==> src/rtl/strait_bist_pkg.sv <==
`default_nettype none
// ============================================================================
// Module      : strait_bist_pkg
// Description : Shared state encoding and mode constants for the STRAIT BIST
//               sequencer.
// Revision    : 1.0 - initial release
// ============================================================================
package strait_bist_pkg;

    typedef enum logic [2:0] {
        IDLE    = 3'd0,
        SHIFT   = 3'd1,
        CAPTURE = 3'd2,
        WAIT    = 3'd3,
        COMPARE = 3'd4,
        NEXT    = 3'd5,
        DONE    = 3'd6
    } state_e;

    localparam logic [1:0] MODE_RUN_ALL   = 2'b00;
    localparam logic [1:0] MODE_STOP_FAIL = 2'b01;
    localparam logic [1:0] MODE_LOOP      = 2'b10;

endpackage
`default_nettype wire

==> src/rtl/strait_bist_sequencer_if.sv <==
`default_nettype none
// ============================================================================
// Module      : strait_bist_sequencer_if
// Description : Control, pattern-memory and result bundle of the BIST
//               sequencer; master is the sequencer, slave its environment.
// Revision    : 1.0 - initial release
// ============================================================================
interface strait_bist_sequencer_if #(
    parameter int ADDR_W = 4,
    parameter int NUM_CH = 16,
    parameter int DATA_W = 32,
    parameter int CNT_W  = 8
);
    logic                     start;
    logic                     abort;
    logic [1:0]               bist_mode;
    logic [ADDR_W-1:0]        loop_addr;
    logic [ADDR_W-1:0]        addr;
    logic                     scan_en;
    logic                     capture_en;
    logic                     wr_en;
    logic [DATA_W-1:0]        expected_p;
    logic [NUM_CH*DATA_W-1:0] actual_p;
    logic                     busy;
    logic                     done;
    logic                     pass;
    logic [CNT_W-1:0]         error_count;
    logic [ADDR_W-1:0]        fail_addr;
    logic [NUM_CH-1:0]        fail_ch_mask;

    modport master (
        input  start, abort, bist_mode, loop_addr, expected_p, actual_p,
        output addr, scan_en, capture_en, wr_en, busy, done, pass,
               error_count, fail_addr, fail_ch_mask
    );

    modport slave (
        output start, abort, bist_mode, loop_addr, expected_p, actual_p,
        input  addr, scan_en, capture_en, wr_en, busy, done, pass,
               error_count, fail_addr, fail_ch_mask
    );
endinterface
`default_nettype wire

==> src/rtl/strait_multi_ch_compare.sv <==
`default_nettype none
// ============================================================================
// Module      : strait_multi_ch_compare
// Description : Compares every result channel against one expected word.
// Revision    : 1.0 - initial release
// ============================================================================
module strait_multi_ch_compare #(
    parameter int NUM_CH = 16,
    parameter int DATA_W = 32
) (
    input  wire logic [DATA_W-1:0]        i_expected,
    input  wire logic [NUM_CH*DATA_W-1:0] i_actual,
    output logic      [NUM_CH-1:0]        o_mismatch,
    output logic                          o_any_fail
);

    for (genvar k = 0; k < NUM_CH; k++) begin : g_ch
        assign o_mismatch[k] = (i_actual[k*DATA_W +: DATA_W] != i_expected);
    end

    assign o_any_fail = |o_mismatch;

endmodule
`default_nettype wire

==> src/rtl/strait_bist_sequencer.sv <==
`default_nettype none
// ============================================================================
// Module      : strait_bist_sequencer
// Description : Sequences scan patterns through shift/capture/compare and
//               accumulates error count plus first-failure information.
// Revision    : 1.0 - initial release
// ============================================================================
module strait_bist_sequencer
    import strait_bist_pkg::*;
#(
    parameter int NUM_PAT  = 16,
    parameter int ADDR_W   = 4,
    parameter int SCAN_LEN = 8,
    parameter int RESP_LAT = 2,
    parameter int NUM_CH   = 16,
    parameter int DATA_W   = 32,
    parameter int CNT_W    = 8
) (
    input  wire logic                clk,
    input  wire logic                rst_n,
    strait_bist_sequencer_if.master  bif
);

    // One shared counter serves both SHIFT and WAIT; it restarts on each state change.
    localparam int MAX_CNT = (SCAN_LEN > RESP_LAT) ? SCAN_LEN : RESP_LAT;
    localparam int CW      = (MAX_CNT > 1) ? $clog2(MAX_CNT) : 1;

    localparam logic [CW-1:0]     c_shift_last = CW'(SCAN_LEN - 1);
    localparam logic [CW-1:0]     c_wait_last  = CW'(RESP_LAT - 1);
    localparam logic [ADDR_W-1:0] c_last_addr  = ADDR_W'(NUM_PAT - 1);

    state_e              r_state;
    state_e              w_next;
    logic [CW-1:0]       r_cnt;
    logic [ADDR_W-1:0]   r_addr;
    logic [1:0]          r_mode;
    logic [CNT_W-1:0]    r_err;
    logic [ADDR_W-1:0]   r_fail_addr;
    logic [NUM_CH-1:0]   r_fail_mask;
    logic                r_first_fail;

    logic [NUM_CH-1:0]   w_mismatch;
    logic                w_any_fail;
    logic                w_idle_or_done;
    logic                w_start_ok;
    logic                w_scan_en;
    logic                w_capture_en;
    logic                w_wr_en;
    logic                w_commit;

    strait_multi_ch_compare #(
        .NUM_CH (NUM_CH),
        .DATA_W (DATA_W)
    ) u_compare (
        .i_expected (bif.expected_p),
        .i_actual   (bif.actual_p),
        .o_mismatch (w_mismatch),
        .o_any_fail (w_any_fail)
    );

    assign w_idle_or_done = (r_state == IDLE) || (r_state == DONE);
    assign w_start_ok     = w_idle_or_done && bif.start && !bif.abort;
    assign w_commit       = (r_state == COMPARE) && !bif.abort;

    always_ff @(posedge clk or negedge rst_n) begin
        if (!rst_n) begin
            r_state <= IDLE;
        end else begin
            r_state <= w_next;
        end
    end

    always_comb begin
        w_next       = r_state;
        w_scan_en    = 1'b0;
        w_capture_en = 1'b0;
        w_wr_en      = 1'b0;
        case (r_state)
            IDLE, DONE: begin
                if (w_start_ok) w_next = SHIFT;
            end
            SHIFT: begin
                w_scan_en = 1'b1;
                if (r_cnt == c_shift_last) w_next = CAPTURE;
            end
            CAPTURE: begin
                w_capture_en = 1'b1;
                w_next       = WAIT;
            end
            WAIT: begin
                if (r_cnt == c_wait_last) w_next = COMPARE;
            end
            COMPARE: begin
                w_wr_en = 1'b1;
                if ((r_mode == MODE_STOP_FAIL) && w_any_fail) w_next = DONE;
                else if (r_mode == MODE_LOOP)                 w_next = NEXT;
                else if (r_addr == c_last_addr)               w_next = DONE;
                else                                          w_next = NEXT;
            end
            NEXT: begin
                w_next = SHIFT;
            end
            default: begin
                w_next = IDLE;
            end
        endcase
        if (bif.abort && !w_idle_or_done) w_next = DONE;
    end

    always_ff @(posedge clk or negedge rst_n) begin
        if (!rst_n) begin
            r_cnt <= '0;
        end else if (w_next != r_state) begin
            r_cnt <= '0;
        end else if ((r_state == SHIFT) || (r_state == WAIT)) begin
            r_cnt <= r_cnt + 1'b1;
        end
    end

    // Mode is latched at start so a run cannot change behaviour half-way.
    always_ff @(posedge clk or negedge rst_n) begin
        if (!rst_n) begin
            r_addr       <= '0;
            r_mode       <= MODE_RUN_ALL;
            r_err        <= '0;
            r_fail_addr  <= '0;
            r_fail_mask  <= '0;
            r_first_fail <= 1'b0;
        end else if (w_start_ok) begin
            r_addr       <= (bif.bist_mode == MODE_LOOP) ? bif.loop_addr : '0;
            r_mode       <= bif.bist_mode;
            r_err        <= '0;
            r_fail_addr  <= '0;
            r_fail_mask  <= '0;
            r_first_fail <= 1'b0;
        end else if (w_commit) begin
            if (w_any_fail) begin
                if (r_err != {CNT_W{1'b1}}) r_err <= r_err + 1'b1;
                if (!r_first_fail) begin
                    r_fail_addr  <= r_addr;
                    r_fail_mask  <= w_mismatch;
                    r_first_fail <= 1'b1;
                end
            end
            if ((w_next == NEXT) && (r_mode != MODE_LOOP)) r_addr <= r_addr + 1'b1;
        end
    end

    assign bif.addr         = r_addr;
    assign bif.scan_en      = w_scan_en;
    assign bif.capture_en   = w_capture_en;
    assign bif.wr_en        = w_wr_en;
    assign bif.busy         = !w_idle_or_done;
    assign bif.done         = (r_state == DONE);
    assign bif.pass         = (r_state == DONE) && (r_err == '0);
    assign bif.error_count  = r_err;
    assign bif.fail_addr    = r_fail_addr;
    assign bif.fail_ch_mask = r_fail_mask;

endmodule
`default_nettype wire

==> src/flat_wrapper.sv <==
// flat-port wrapper written by rule: the top's interface ports become plain ports
module strait_bist_sequencer_flat import strait_bist_pkg::*;
#(
    parameter int NUM_PAT  = 16,
    parameter int ADDR_W   = 4,
    parameter int SCAN_LEN = 8,
    parameter int RESP_LAT = 2,
    parameter int NUM_CH   = 16,
    parameter int DATA_W   = 32,
    parameter int CNT_W    = 8
)
  (clk, rst_n, bif_start, bif_abort, bif_bist_mode, bif_loop_addr, bif_expected_p, bif_actual_p, bif_addr, bif_scan_en, bif_capture_en, bif_wr_en, bif_busy, bif_done, bif_pass, bif_error_count, bif_fail_addr, bif_fail_ch_mask);
  strait_bist_sequencer_if #(.ADDR_W(ADDR_W), .NUM_CH(NUM_CH), .DATA_W(DATA_W), .CNT_W(CNT_W)) bif_i ();
  input  wire logic clk;
  input  wire logic rst_n;
  input wire logic [$bits(bif_i.start)-1:0] bif_start;
  input wire logic [$bits(bif_i.abort)-1:0] bif_abort;
  input wire logic [$bits(bif_i.bist_mode)-1:0] bif_bist_mode;
  input wire logic [$bits(bif_i.loop_addr)-1:0] bif_loop_addr;
  input wire logic [$bits(bif_i.expected_p)-1:0] bif_expected_p;
  input wire logic [$bits(bif_i.actual_p)-1:0] bif_actual_p;
  output wire logic [$bits(bif_i.addr)-1:0] bif_addr;
  output wire logic [$bits(bif_i.scan_en)-1:0] bif_scan_en;
  output wire logic [$bits(bif_i.capture_en)-1:0] bif_capture_en;
  output wire logic [$bits(bif_i.wr_en)-1:0] bif_wr_en;
  output wire logic [$bits(bif_i.busy)-1:0] bif_busy;
  output wire logic [$bits(bif_i.done)-1:0] bif_done;
  output wire logic [$bits(bif_i.pass)-1:0] bif_pass;
  output wire logic [$bits(bif_i.error_count)-1:0] bif_error_count;
  output wire logic [$bits(bif_i.fail_addr)-1:0] bif_fail_addr;
  output wire logic [$bits(bif_i.fail_ch_mask)-1:0] bif_fail_ch_mask;
  assign bif_i.start = bif_start;
  assign bif_i.abort = bif_abort;
  assign bif_i.bist_mode = bif_bist_mode;
  assign bif_i.loop_addr = bif_loop_addr;
  assign bif_i.expected_p = bif_expected_p;
  assign bif_i.actual_p = bif_actual_p;
  assign bif_addr = bif_i.addr;
  assign bif_scan_en = bif_i.scan_en;
  assign bif_capture_en = bif_i.capture_en;
  assign bif_wr_en = bif_i.wr_en;
  assign bif_busy = bif_i.busy;
  assign bif_done = bif_i.done;
  assign bif_pass = bif_i.pass;
  assign bif_error_count = bif_i.error_count;
  assign bif_fail_addr = bif_i.fail_addr;
  assign bif_fail_ch_mask = bif_i.fail_ch_mask;
  strait_bist_sequencer #(.NUM_PAT(NUM_PAT), .ADDR_W(ADDR_W), .SCAN_LEN(SCAN_LEN), .RESP_LAT(RESP_LAT), .NUM_CH(NUM_CH), .DATA_W(DATA_W), .CNT_W(CNT_W)) u_core (.clk(clk), .rst_n(rst_n), .bif(bif_i));
endmodule
==> config.mk <==
export PLATFORM = sky130hd
export DESIGN_NAME = strait_bist_sequencer_flat
export DESIGN_NICKNAME = d
export VERILOG_FILES = /design/src/rtl/strait_bist_pkg.sv /design/src/rtl/strait_bist_sequencer_if.sv /design/src/rtl/strait_multi_ch_compare.sv /design/src/rtl/strait_bist_sequencer.sv /design/src/flat_wrapper.sv
export SDC_FILE = /design/constraint.sdc
export NUM_CORES = 1
export LEC_CHECK = 0
export CAP_MARGIN = 20
export CORE_AREA = 2 2 232 234
export DETAILED_ROUTE_END_ITERATION = 6
export DIE_AREA = 0 0 234 236
export PLACE_DENSITY = 0.45
export SLEW_MARGIN = 20
export SYNTH_ARGS = -nofsm -noshare
export SYNTH_HDL_FRONTEND = slang
export SYNTH_SLANG_ARGS = --single-unit
==> constraint.sdc <==
create_clock -name clk -period 2.7 [get_ports clk]
set_input_delay 0.405 -clock clk [delete_from_list [all_inputs] [get_ports clk]]
set_output_delay 0.405 -clock clk [all_outputs]
set_load 0.005 [all_outputs]
==> flow_summary.rst <==
.. list-table::
   :header-rows: 1

   * - Metric
     - Value
   * - Root buf cell
     - sky130_fd_sc_hd__clkbuf_16
   * - HPWL after DPL
     - 50500 um
   * - RR Startpoint
     - u_core.r_cnt[0]$_DFFE_PN0P_
   * - Met1 layer wirelength in the final routing
     - 22900 um
   * - # port buffers
     - 591
   * - Endpoint arrival time on the critical path
     - 3.23 ns
   * - Area inside the core boundary
     - 0.0531 sq mm
   * - Post-layout min period
     - 3.03 ns
   * - Top metal layer carrying routed signals
     - met5
   * - Multi-input gate area
     - 0.00766 sq mm
   * - Vias in the first global route
     - 11600
   * - Maximum achievable frequency
     - 0.330 GHz
   * - Vias per cell
     - 4.18
   * - Clock tree from TritonCTS
     - yes
   * - Endpoint kind of the worst setup timing path
     - register
   * - Fin cells
     - 2534
   * - Required time worst endpoint
     - 2.90 ns
   * - Portion of the clock cycle consumed by the worst path in the final layout
     - 1.12
   * - Cells on worst reg2reg path
     - 11
   * - Violations in the final reports
     - negative setup slack
   * - Amount of wire on met2 after detailed routing
     - 33200 um
   * - Top Family by Delay on Critical Path
     - simple AND/OR/NAND/NOR gates
   * - Die outline height
     - 236 um
   * - Number of top-level design ports
     - 592
   * - Max-slew headroom
     - 0.622
   * - Clock insertion delay at the later pin of the skew report
     - 0.28 ns
   * - Share of cells above drive strength 1
     - 0.266
   * - Most common cell in the netlist
     - sky130_fd_sc_hd__xor2_1
   * - CTS buffer count
     - 5
   * - Post-synth EDFFs
     - 0
   * - GR Overflow Total
     - 0
   * - Post-placement worst setup slack
     - -1.31 ns
   * - Primary flip-flop cell chosen by synthesis mapping
     - sky130_fd_sc_hd__dfrtp_1
   * - Number of antenna violations at the first check in global routing
     - 19
   * - Number of nets at the end of the flow
     - 2383
   * - P&R area growth vs syn
     - 127%
   * - Clock sink count
     - 41
   * - Setup crit start kind
     - input pin
   * - Router iterations before antenna repair
     - 6
   * - Critical path, cell by cell
     - clkdlybuf4s50_1, xor2_1, nor4_2, buf_4, nand4_1, buf_6, nor4_4, buf_4, nand4_1, o21ai_2, nand2_2, or3_1, a31oi_1
   * - Standard-cell row count
     - 85
   * - Post-Route WL
     - 62200 um
   * - Count of filler cells inserted in the layout
     - 5466
   * - Worst stage delay on the critical path
     - 0.41 ns
   * - Leading post-synthesis cells by cell area
     - sky130_fd_sc_hd__xor2_1, sky130_fd_sc_hd__dfrtp_1, sky130_fd_sc_hd__nor4_1
   * - Leak pwr
     - 7.98 nW
   * - Skew final
     - 0.00237 ns
   * - DR iter-0 viols
     - 508
   * - Post-synthesis cell type with the largest combined area
     - sky130_fd_sc_hd__xor2_1
   * - End of the worst register-to-register path
     - u_core.bif.addr[3]$_DFFE_PN0P_
   * - Worst supply voltage drop on vdd
     - 266 uV
   * - Worst Max-Slew Pin Slew
     - 0.567 ns
   * - Bufs on Longest Clock Path
     - 2
   * - Synthesized flop and latch total
     - 41
   * - Syn Nets
     - 1555
   * - Synthesized instance count
     - 995
   * - Sequential Area
     - 0.00103 sq mm
   * - Most frequent cells after synthesis
     - sky130_fd_sc_hd__xor2_1, sky130_fd_sc_hd__nor4_1, sky130_fd_sc_hd__dfrtp_1
   * - Area of the die
     - 0.0552 sq mm
   * - Clock edge transition at the registers on the reported setup and hold paths
     - 0.06 ns
   * - Mean instance size in the synthesized netlist
     - 8.45 sq um
   * - Maximum net fanout on the critical path
     - 2
   * - H-tree lvl count
     - 2
   * - Routed length on met3
     - 3770 um
   * - Final hold violation count
     - 0
   * - Number of max-slew violations in the final report
     - 0
   * - Ratio of total power to cell area
     - 304 mW/mm^2
   * - Cell variety after synth
     - 52
   * - Antenna Violating Nets Remaining
     - 0
   * - Run status
     - finished, violations left
   * - Mean routed wirelength per cell
     - 24.6 um
   * - Setup WS post-layout
     - -0.331 ns
   * - Portion of synthesized cell area occupied by the leading cell type
     - 0.538
   * - Worst-case register-to-register setup slack
     - 0.31 ns
   * - Sequential fraction of the synthesis area
     - 0.122
   * - Post-cts hold buffer count
     - 0
   * - Maximum number of pins on one net before global-route repair
     - 42
   * - Endpoints failing setup
     - 36
   * - Summed negative setup slack over all endpoints
     - -8.51 ns
   * - Slowest CP cell
     - sky130_fd_sc_hd__clkdlybuf4s50_1
   * - Count of maximum capacitance violations
     - 0
   * - Buffers and inverters on the worst path
     - 4
   * - Total standard cell area after synthesis
     - 0.00841 sq mm
   * - Async set or reset register ratio after synthesis
     - 1.00
   * - Starting utilization of the core area
     - 0.158
   * - Remaining design rule violation count
     - 0
   * - All-Layer GR Usage
     - 0.215
   * - Number of cells after detailed placement
     - 2417
   * - Total number of vias
     - 10600
   * - First-pass GRT wire length
     - 82900 um
   * - Die W
     - 234 um
   * - YS warnings
     - 0
   * - Placer congestion estimate
     - 0.932
   * - Path type of the worst setup path
     - input pin to register
   * - Setup repair after global routing missed its margin
     - yes
   * - Class of the worst hold path
     - input pin to async pin
==> cells in the final DEF, fill, tap and decap left out, drive strengths merged, types with 3 or more instances in the layout <==
cell	instances
mux2i	3
clkbuf	12
dlymetal6s2s	13
o21ai	45
nor3	5
nand2b	3
nor4	137
dfrtp	41
a21oi	13
o31ai	3
diode	14
buf	318
clkdlybuf4s50	529
nand4	36
nand3	12
nor2	17
xor2	516
ha	6
nand2	40
bufbuf	11
clkdlybuf4s15	4
dlygate4sd2	17
inv	11
==> worst max path at each step <==
stage | from | to | slack, ns | cells after the start
2_1_floorplan | bif_expected_p[22] | u_core.bif.addr[3]$_DFFE_PN0P_ | 0.20 | 11
3_3_place_gp | bif_expected_p[28] | u_core.bif.addr[3]$_DFFE_PN0P_ | -1.36 | 14
3_5_place_dp | bif_expected_p[28] | u_core.bif.addr[3]$_DFFE_PN0P_ | -1.31 | 14
4_1_cts | bif_expected_p[7] | u_core.bif.addr[3]$_DFFE_PN0P_ | -0.28 | 15
5_1_grt | bif_expected_p[0] | u_core.bif.addr[3]$_DFFE_PN0P_ | -0.44 | 15
6_report | bif_actual_p[248] | u_core.bif.addr[3]$_DFFE_PN0P_ | -0.33 | 13
==> per-stage QoR <==
step / utilization / hold slack (ns) / instance area, sq um / power (mW)
2_1_floorplan: - / 0.109 / 8410 / 2.41
3_3_place_gp: 0.311 / 0.474 / 16500 / 4.56
3_5_place_dp: 0.311 / 0.487 / 16500 / 4.59
4_1_cts: 0.349 / 0.326 / 18500 / 5.69
5_1_grt: 0.359 / 0.171 / 19100 / 6.16
6_report: 0.359 / 0.122 / 19100 / 5.80
==> power by group <==
part | internal [mW] | leakage (nW) | switching [mW] | total, mW
clock network | 0.462 | 0.0842 | 0.238 | 0.700
registers | 0.828 | 0.535 | 0.201 | 1.03
logic | 2.26 | 7.36 | 1.81 | 4.07
total | 3.55 | 7.98 | 2.25 | 5.80
==> registers in the layout, indices dropped and copies added, names as in the netlist <==
signal,cells
u_core.bif.fail_ch_mask,16
u_core.r_mode,2
u_core.bif.fail_addr,4
u_core.bif.error_count,8
u_core.r_state,3
u_core.bif.addr,4
u_core.r_cnt,3
u_core.r_first_fail,1
==> kinds of logic (layout without fill, tap and decap cells) <==
kind of cell,after synthesis,count (layout),share of synthesized area
AOI/OAI and AO/OA,71,71,0.0470
xor gates and xnor gates,517,517,0.539
adders and majority gates,6,6,0.00893
buffers and inverters,87,916,0.0917
DFF,41,41,0.122
muxes,4,4,0.00491
other,0,14,0
and+or+nand+nor,269,269,0.187
==> what timing repair did <==
item / 4_1_cts / 5_1_grt
cloned: 15 / 4
setup buffers: 67 / 11
setup endpoints to repair: 38 / 38
pin swaps: 89 / 25
gates resized for setup: 289 / 104
==> per-layer routing <==
metal | vias to the layer above | GRT usage
met5 | - | 0
met4 | 12 | 0.0815
met3 | 82 | 0.0449
met2 | 425 | 0.404
met1 | 5000 | 0.232
li1 | 5062 | -
==> area by class of cell <==
cell class | instances | area share
antenna | 14 | 0.00184
sequential | 41 | 0.0538
clock inverter | 1 | 0.00157
timing repair buffer | 897 | 0.486
multi-input combinational | 867 | 0.402
inverter | 11 | 0.00216
tap | 696 | 0.0456
clock buffer | 7 | 0.00748
No activity file was read; power rests on OpenSTA's default activity.
